==> src/rtl/switch_nport.sv <==
`default_nettype none
// ============================================================================
// switch_nport : NumPorts-port input-buffered switch, range-decoded routing,
//                per-output round-robin arbitration. Macro SWITCH_DROP_EN.
// Rev 1.0
// ============================================================================
module switch_nport #(
  parameter int                            DataWidth   = 34,
  parameter int                            AddrWidth   = 2,
  parameter int                            NumPorts    = 3,
  parameter int                            FifoDepth   = 4,
  parameter logic [NumPorts*AddrWidth-1:0] PortMin     = {2'd2, 2'd1, 2'd0},
  parameter logic [NumPorts*AddrWidth-1:0] PortMax     = {2'd2, 2'd1, 2'd0},
  parameter int                            DefaultPort = NumPorts - 1
) (
  input  logic                          i_clk,
  input  logic                          i_resetn,
  input  logic [NumPorts*DataWidth-1:0] i_data,
  input  logic [NumPorts-1:0]           i_data_valid,
  output logic [NumPorts-1:0]           o_data_ready,
  output logic [NumPorts*DataWidth-1:0] o_data,
  output logic [NumPorts-1:0]           o_data_valid,
  input  logic [NumPorts-1:0]           i_data_ready,
  output logic [15:0]                   o_drop_count
);

  localparam int c_PTR_W = $clog2(NumPorts);
  localparam int c_CNT_W = $clog2(FifoDepth);
`ifdef SWITCH_DROP_EN
  localparam bit c_DROP_EN = 1'b1;
`else
  localparam bit c_DROP_EN = 1'b0;
`endif

  logic [NumPorts*DataWidth-1:0] w_head;
  logic [NumPorts-1:0]           w_nonempty;
  logic [NumPorts-1:0]           w_push;
  logic [NumPorts-1:0]           w_pop;
  logic [NumPorts-1:0]           w_hit;
  logic [NumPorts-1:0]           w_drop;
  logic [NumPorts*c_PTR_W-1:0]   w_dest;
  logic [NumPorts*NumPorts-1:0]  w_gnt;

  for (genvar p = 0; p < NumPorts; p++) begin : g_fifo
    logic [DataWidth-1:0] r_mem [FifoDepth];
    logic [c_CNT_W:0]     r_wptr;
    logic [c_CNT_W:0]     r_rptr;
    logic [c_CNT_W:0]     w_wptr_nx;
    logic [c_CNT_W:0]     w_rptr_nx;
    logic                 r_ready;

    assign w_push[p]       = i_data_valid[p] & r_ready;
    assign w_wptr_nx       = r_wptr + {{c_CNT_W{1'b0}}, w_push[p]};
    assign w_rptr_nx       = r_rptr + {{c_CNT_W{1'b0}}, w_pop[p]};
    assign w_nonempty[p]   = (r_wptr != r_rptr);
    assign w_head[p*DataWidth +: DataWidth] = r_mem[r_rptr[c_CNT_W-1:0]];
    assign o_data_ready[p] = r_ready;

    always_ff @(posedge i_clk) begin
      if (w_push[p]) begin
        r_mem[r_wptr[c_CNT_W-1:0]] <= i_data[p*DataWidth +: DataWidth];
      end
    end

    // Ready is the registered not-full flag, so a full FIFO refuses writes even while popping.
    always_ff @(posedge i_clk or negedge i_resetn) begin
      if (!i_resetn) begin
        r_wptr  <= '0;
        r_rptr  <= '0;
        r_ready <= 1'b0;
      end else begin
        r_wptr  <= w_wptr_nx;
        r_rptr  <= w_rptr_nx;
        r_ready <= !((w_wptr_nx[c_CNT_W] != w_rptr_nx[c_CNT_W]) &&
                     (w_wptr_nx[c_CNT_W-1:0] == w_rptr_nx[c_CNT_W-1:0]));
      end
    end
  end

  // Descending scan so the lowest matching output index wins.
  always_comb begin
    w_dest = '0;
    w_hit  = '0;
    for (int i = 0; i < NumPorts; i++) begin
      w_dest[i*c_PTR_W +: c_PTR_W] = c_PTR_W'(DefaultPort);
      for (int p = NumPorts - 1; p >= 0; p--) begin
        if ((w_head[i*DataWidth + DataWidth - 1 -: AddrWidth] >= PortMin[p*AddrWidth +: AddrWidth]) &&
            (w_head[i*DataWidth + DataWidth - 1 -: AddrWidth] <= PortMax[p*AddrWidth +: AddrWidth])) begin
          w_dest[i*c_PTR_W +: c_PTR_W] = c_PTR_W'(p);
          w_hit[i] = 1'b1;
        end
      end
    end
    w_drop = w_nonempty & ~w_hit & {NumPorts{c_DROP_EN}};
  end

  for (genvar o = 0; o < NumPorts; o++) begin : g_out
    logic [NumPorts-1:0]  w_req;
    logic [NumPorts-1:0]  w_grant;
    logic [c_PTR_W-1:0]   w_sel;
    logic [c_PTR_W-1:0]   r_ptr;
    logic                 w_any;
    logic                 w_load;
    logic                 r_valid;
    logic [DataWidth-1:0] r_data;

    assign w_load = !r_valid || i_data_ready[o];

    // r_ptr holds the first input to consider, i.e. the one after the last grant.
    always_comb begin
      int idx;
      w_req   = '0;
      w_grant = '0;
      w_any   = 1'b0;
      w_sel   = r_ptr;
      idx     = 0;
      for (int i = 0; i < NumPorts; i++) begin
        w_req[i] = w_nonempty[i] && !w_drop[i] &&
                   (w_dest[i*c_PTR_W +: c_PTR_W] == c_PTR_W'(o));
      end
      for (int k = 0; k < NumPorts; k++) begin
        idx = int'(r_ptr) + k;
        if (idx >= NumPorts) idx = idx - NumPorts;
        if (!w_any && w_load && w_req[idx]) begin
          w_any        = 1'b1;
          w_sel        = c_PTR_W'(idx);
          w_grant[idx] = 1'b1;
        end
      end
    end

    always_ff @(posedge i_clk or negedge i_resetn) begin
      if (!i_resetn) begin
        r_valid <= 1'b0;
        r_data  <= '0;
        r_ptr   <= '0;
      end else if (w_load) begin
        r_valid <= w_any;
        if (w_any) begin
          r_data <= w_head[int'(w_sel)*DataWidth +: DataWidth];
          r_ptr  <= (int'(w_sel) == NumPorts - 1) ? '0 : w_sel + c_PTR_W'(1);
        end
      end
    end

    assign w_gnt[o*NumPorts +: NumPorts]   = w_grant;
    assign o_data[o*DataWidth +: DataWidth] = r_data;
    assign o_data_valid[o]                  = r_valid;
  end

  always_comb begin
    w_pop = w_drop;
    for (int o = 0; o < NumPorts; o++) begin
      w_pop = w_pop | w_gnt[o*NumPorts +: NumPorts];
    end
  end

`ifdef SWITCH_DROP_EN
  logic [15:0] r_drop_count;
  logic [16:0] w_drop_sum;

  always_comb begin
    w_drop_sum = {1'b0, r_drop_count};
    for (int i = 0; i < NumPorts; i++) begin
      w_drop_sum = w_drop_sum + {16'd0, w_drop[i]};
    end
  end

  always_ff @(posedge i_clk or negedge i_resetn) begin
    if (!i_resetn) begin
      r_drop_count <= '0;
    end else begin
      r_drop_count <= w_drop_sum[16] ? 16'hFFFF : w_drop_sum[15:0];
    end
  end

  assign o_drop_count = r_drop_count;
`else
  assign o_drop_count = 16'd0;
`endif

endmodule
`default_nettype wire

==> config.mk <==
export PLATFORM = sky130hd
export DESIGN_NAME = switch_nport
export DESIGN_NICKNAME = d
export VERILOG_FILES = /design/src/rtl/switch_nport.sv
export SDC_FILE = /design/constraint.sdc
export NUM_CORES = 1
export LEC_CHECK = 0
export BUFFER_PORTS_ARGS = -buffer_cell sky130_fd_sc_hd__buf_2
export CORE_MARGIN = 4
export CORE_UTILIZATION = 60
export DETAILED_ROUTE_END_ITERATION = 6
export GPL_TIMING_DRIVEN = 0
export PLACE_DENSITY = 0.79
export SYNTH_ARGS = -nofsm -noshare
export SYNTH_HDL_FRONTEND = slang
export SYNTH_SLANG_ARGS = --single-unit
==> constraint.sdc <==
create_clock -name i_clk -period 6.3 [get_ports i_clk]
set_input_delay 0.315 -clock i_clk [delete_from_list [all_inputs] [get_ports i_clk]]
set_output_delay 0.315 -clock i_clk [all_outputs]
set_load 0.01 [all_outputs]
# == After elaboration in Yosys (flattened, before gate mapping) ==
# Memories as Yosys holds them, arrays and structs flattened.
# Cells that the tools add are included.
# W data, S select, Z words.
# classes
n_addsub,24
multipliers,3
mux,96
n_reduce_logical,63
n_eq_ne,18
shift,3
bitwise_logic,11
n_lt_le_gt_ge,39
# op_table
operator,n
$shiftx A102 B9 Y34,3
$ge A32 B1 Y1 const B,9
$lt A32 B4 Y1 const B,9
$mux W32,9
$logic_and A1 B1 Y1,42
$mux W1,42
$mux W2,18
$mux W3,9
$or A3 B3 Y3,8
$sub A3 B2 Y4 const B,6
$mul A2 B5 Y7 const B,3
$add A3 B1 Y3,6
$bmux W1 S2,9
$demux W1 S2,9
$ge A3 B2 Y1 const B,6
$eq A2 B2 Y1 const B,6
$ge A2 B1 Y1 const B,6
$le A2 B1 Y1 const B,6
$logic_not A1 Y1,12
$add A2 B1 Y3 const B,3
$add A2 B2 Y3 const B,3
$ne A3 B3 Y1,3
$sub A2 B2 Y3 const B,3
$add A2 B1 Y2 const B,3
8 further kinds,24
# word_totals
out_inout_bits,124
register_bits,132
in_bits,110
ramBits,408
n_memories,3
# memory_table
name,words,word_bits,read_ports,rd_clocked_by_memory_dff,write_ports,line_no,text
g_fifo[0].r_mem,4,34,1,0,1,45,logic [DataWidth-1:0] r_mem [FifoDepth];
g_fifo[1].r_mem,4,34,1,0,1,45,
g_fifo[2].r_mem,4,34,1,0,1,45,

# == Longest topological paths before layout ==
# An unclocked memory read counts as a cell.
# depth
ltp_word,26
ltp_mapped,17
ltp_nobuf,16

# == Worst setup path before layout ==
# No wires, ideal clock.
# synth_timing
kind,reg2reg
startpoint,register g_fifo[0].r_rptr[0]
endpoint,register g_fifo[2].r_ready
required_time_ps,6169
path_slack_ps,2566
setup_time_ps,131
stages_incl_launch_ff,15
arrival_ps,3603
period_less_slack_ps,3734
cell_sequence,dfrtp_1 buf_2 mux4_2 a31oi_2 a32oi_1 o21a_1 and4bb_2 a222oi_1 a21boi_0 nand4b_1 ha_1 ha_1 xor2_1 xnor2_1 or3_1
# synth_between
elab_chain_len,26
# synth_lines
item,line_no,text
from (decl),47,logic [c_CNT_W:0] r_rptr;
from (signal assigned),73,r_rptr <= w_rptr_nx;
$mem_v2 Z4 W34,n/a,
$ge A2 B1 Y1 / $le A2 B1 Y1 (equally long branches),"87, 88",
$logic_and A1 B1 Y1,87,if ((w_head[i*DataWidth + DataWidth - 1 -: AddrWidth] >= PortMin[p*AddrWidth +: AddrWidth]) &&
$mux W2 (2 in series),87,
$eq A2 B1 Y1 / $logic_not A2 Y1 (equally long branches),119,(w_dest[i*c_PTR_W +: c_PTR_W] == c_PTR_W'(o));
$logic_and A1 B1 Y1,118,w_req[i] = w_nonempty[i] && !w_drop[i] &&
$bmux W1 S2,124,if (!w_any && w_load && w_req[idx]) begin
$mux W1 (not written as such) (2 in series),124,
[9 not listed],n/a,
$mux W3,124,
$or A3 B3 Y3,154,w_pop = w_pop | w_gnt[o*NumPorts +: NumPorts];
$or A3 B3 Y3 (*),154,
$add A3 B1 Y3 (*),54,"assign w_rptr_nx = r_rptr + {{c_CNT_W{1'b0}}, w_pop[p]};"
net g_fifo[2].w_rptr_nx[2],49,logic [c_CNT_W:0] w_rptr_nx;
$ne A1 B1 Y1 (*),74,r_ready <= !((w_wptr_nx[c_CNT_W] != w_rptr_nx[c_CNT_W]) &&
$logic_and A1 B1 Y1 (*),74,
$logic_not A1 Y1 (*),74,
to (signal assigned),74,
to (decl),50,logic r_ready;
# The timed path passes the listed nets; every way through them passes the cells marked *. The select of a mux whose other input is x is not followed.
# A chain may end at the register's enable or synchronous reset.

# == Final worst setup path ==
# layout_timing
startpoint,register g_fifo[0].r_rptr[1]
endpoint,register g_fifo[2].r_ready
# The elaborated chain is that of the path after synthesis.

==> results.sh <==
export IMPL_use_met1_pct=43.83
export IMPL_timing_setup_tns_ps=0
export IMPL_antenna_found_initial=1
export IMPL_grt_total_usage_pct=32.83
export IMPL_hold_class="primary input to register"
export IMPL_start_util_pct=60.91
export IMPL_grt_pass1_vias=15690
export IMPL_placed_cells=2159
export IMPL_clock_latency_ps=600
export IMPL_viasPerCell=6.499
export IMPL_synthCells=1382
export IMPL_ys_warnings_count=0
export IMPL_holdCritStartpoint="i_data_ready[1]"
export IMPL_io_buffer_count=217
export IMPL_seq_area_frac_synth_pct=67.80
export IMPL_finalHoldViolations=0
export IMPL_die_x_um=203.5
export IMPL_failed_checks="DRC"
export IMPL_synthToLayoutAreaGrowth_pct=22.16
export IMPL_cts_path_max_buffers=3
export IMPL_startpoint="g_fifo[0].r_rptr[1]"
export IMPL_cts_tree="built"
export IMPL_synth_edf_count=408
export IMPL_grt_max_degree=85
export IMPL_synth_ff_type="edfxtp_1"
export IMPL_grt_pass1_wl_mm=100.4
export IMPL_finish_net_count=1940
export IMPL_stdcell_area_um2=28020
export IMPL_busiest_layer="met2"
export IMPL_yosysUniqueCellTypes=68
export IMPL_syn_area_um2=22940
export IMPL_post_route_min_period_ps=4684
export IMPL_syn_area_per_cell_um2=16.60
export IMPL_rsz0062_at_grt="no"
export IMPL_cts_made_buffers=53
export IMPL_relSlewSlack_pct=28.18
export IMPL_fin_util_pct=74.40
export IMPL_cts_resized=0
export IMPL_timing_rr_start="g_fifo[0].r_rptr[1]"
export IMPL_die_area_um2=41430
export IMPL_start_kind="register"
export IMPL_fill_cells=2271
export IMPL_root_buffer="clkbuf_16"
export IMPL_worstPathArrival_ps=5160
export IMPL_gr_usage_met3_pct=8.030
export IMPL_status="finished, violations left"
export IMPL_wl_mm=67.70
export IMPL_slew_violations=0
export IMPL_critPathMaxFanout=9
export IMPL_drive_gt1_share_pct=29.57
export IMPL_cts_max_level=2
export IMPL_place_area_um2=25180
export IMPL_drv_cap=0
export IMPL_setup_viol=0
export IMPL_async_flop_share_pct=24.44
export IMPL_finalClockSkew_ps=19.45
export IMPL_tightest_slew_ps=1077
export IMPL_drt_first_pass_iters=7
export IMPL_globalRoute_totalOverflow=0
export IMPL_r2r_slack_ps=1620
export IMPL_end_kind="register"
export IMPL_first_iter_violations=1979
export IMPL_worstSetupPathType="register to register"
export IMPL_wl_per_cell_um=28.65
export IMPL_synth_seq_cells=540
export IMPL_die_h_um=203.5
export IMPL_gp_congestion=0.9224
export IMPL_clock_fmax_ghz=0.2135
export IMPL_num_rows=71
export IMPL_antenna_left=0
export IMPL_instances_no_fill=2363
export IMPL_dpl_hpwl_mm=44.87
export IMPL_cp_data_required_time_ps=6770
export IMPL_period_share_pct=74.34
export IMPL_clock_sinks=540
export IMPL_pin_count=234
export IMPL_vias=15360
export IMPL_clkTransAtPathRegs_ps=70
export IMPL_coreArea_um2=37670
export IMPL_drcViolationCount=7
export IMPL_use_met2_pct=51.11
[final cells by class]
| class | instances | area, um^2 | area share (%) |
|---|---|---|---|
| multi-input cells | 732 | 6862 | 24.48 |
| plain buffers | 108 | 565.5 | 2.018 |
| well taps | 511 | 639.4 | 2.281 |
| flip-flops and latches | 540 | 15550 | 55.50 |
| inverters | 17 | 63.81 | 0.2277 |
| repair buffers | 354 | 2527 | 9.019 |
| clock inverters | 26 | 315.3 | 1.125 |
| diodes | 2 | 5.005 | 0.01786 |
| clock buffers | 73 | 1491 | 5.322 |
[cell usage in the layout, fill, tap and decap left out, types with 6 or more instances in the layout]
cell / instances
edfxtp_1: 408
buf_2: 234
dfrtp_1: 132
dlygate4sd3_1: 103
mux4_2: 102
nand2_1: 87
clkbuf_1: 66
clkbuf_16: 53
mux2i_1: 49
nor2_1: 47
a22oi_1: 40
and2_1: 38
buf_6: 37
a221oi_1: 37
o21ai_1: 34
o31ai_1: 34
a22oi_2: 31
buf_4: 27
ha_1: 24
xor2_1: 21
o21ai_0: 20
inv_1: 17
o221ai_1: 16
conb_1: 16
a21oi_1: 13
xnor2_1: 12
nand3_1: 9
clkbuf_8: 9
nor3b_2: 7
bufinv_16: 7
clkinv_1: 7
nand2b_1: 6
or3_1: 6
clkinv_2: 6
[final timing paths]
kind                                       end  cells past startpoint
setup / recovery             g_fifo[2].r_ready                     14
hold / removal                g_out[1].r_valid                      3
setup reg to reg             g_fifo[2].r_ready                     14
hold reg to reg            g_out[1].r_data[32]                      1
max in group asynchronous   g_out[0].r_data[7]                      3
min in group asynchronous    g_fifo[2].r_ready                      2
[per-layer routing]
metal | wire, um | part of all wire [%] | up-vias
met5 | 0 | 0 | -
met4 | 4460 | 6.6 | 0
met3 | 7589 | 11 | 237
met2 | 32050 | 47 | 1169
met1 | 23600 | 35 | 7619
li1 | - | - | 6332
[metrics by stage]
stage	setup WS [ps]	hold slack, ps
CTS	1698	26.71
finish	1616	43.70
global route	1397	62.20
global placement	100.8	444.4
detailed placement	1724	441.2
floorplan	2566	19.41
[flip-flops by register name, indices dropped and copies added (netlist names)]
name / count
g_fifo.r_rptr: 9
g_out.r_data: 102
g_fifo.r_ready: 3
g_out.r_valid: 3
g_out.r_ptr: 6
g_fifo.r_wptr: 9
g_fifo.r_mem: 408
[cells by family after synthesis]
kind of cell / share of synthesized area, %
other cells: 0.01635
flops: 67.80
compound gates: 9.425
simple gates: 5.094
fa+ha+maj: 1.309
buf+inv: 2.743
xor+xnor: 1.260
mux: 12.35
[repair_timing]
item,CTS,global route
setup buffers,0,0
hold endpoints to repair,491,0
hold buffers,103,0
[worst max-delay path, stage by stage, from the launching register on]
cell      delay [ps]
dfrtp_1          350
clkbuf_1         720
mux4_2           490
a31oi_2          460
a32oi_1          130
o21a_1           250
and4bb_2         310
a222oi_1         340
a21boi_0         210
nand4b_1         170
ha_1             220
ha_1             180
xor2_1           210
xnor2_1          100
or3_1            400
[synthesized netlist by cell type, types with 24 or more instances]
cell type | instances | share of area, %
a221oi_1 | 37 | 1.4
a22oi_1 | 40 | 1.3
a22oi_2 | 31 | 1.7
and2_1 | 38 | 1.0
buf_4 | 26 | 0.85
clkbuf_1 | 55 | 0.90
dfrtp_1 | 132 | 14
edfxtp_1 | 408 | 53
ha_1 | 24 | 1.3
mux2i_1 | 49 | 2.1
mux4_2 | 102 | 10
nand2_1 | 87 | 1.4
nor2_1 | 47 | 0.77
o21ai_1 | 34 | 0.74
o31ai_1 | 34 | 1.1
Power is not shown: default switching activity piles up to over one toggle a cycle in this logic, so the estimate is an artifact.
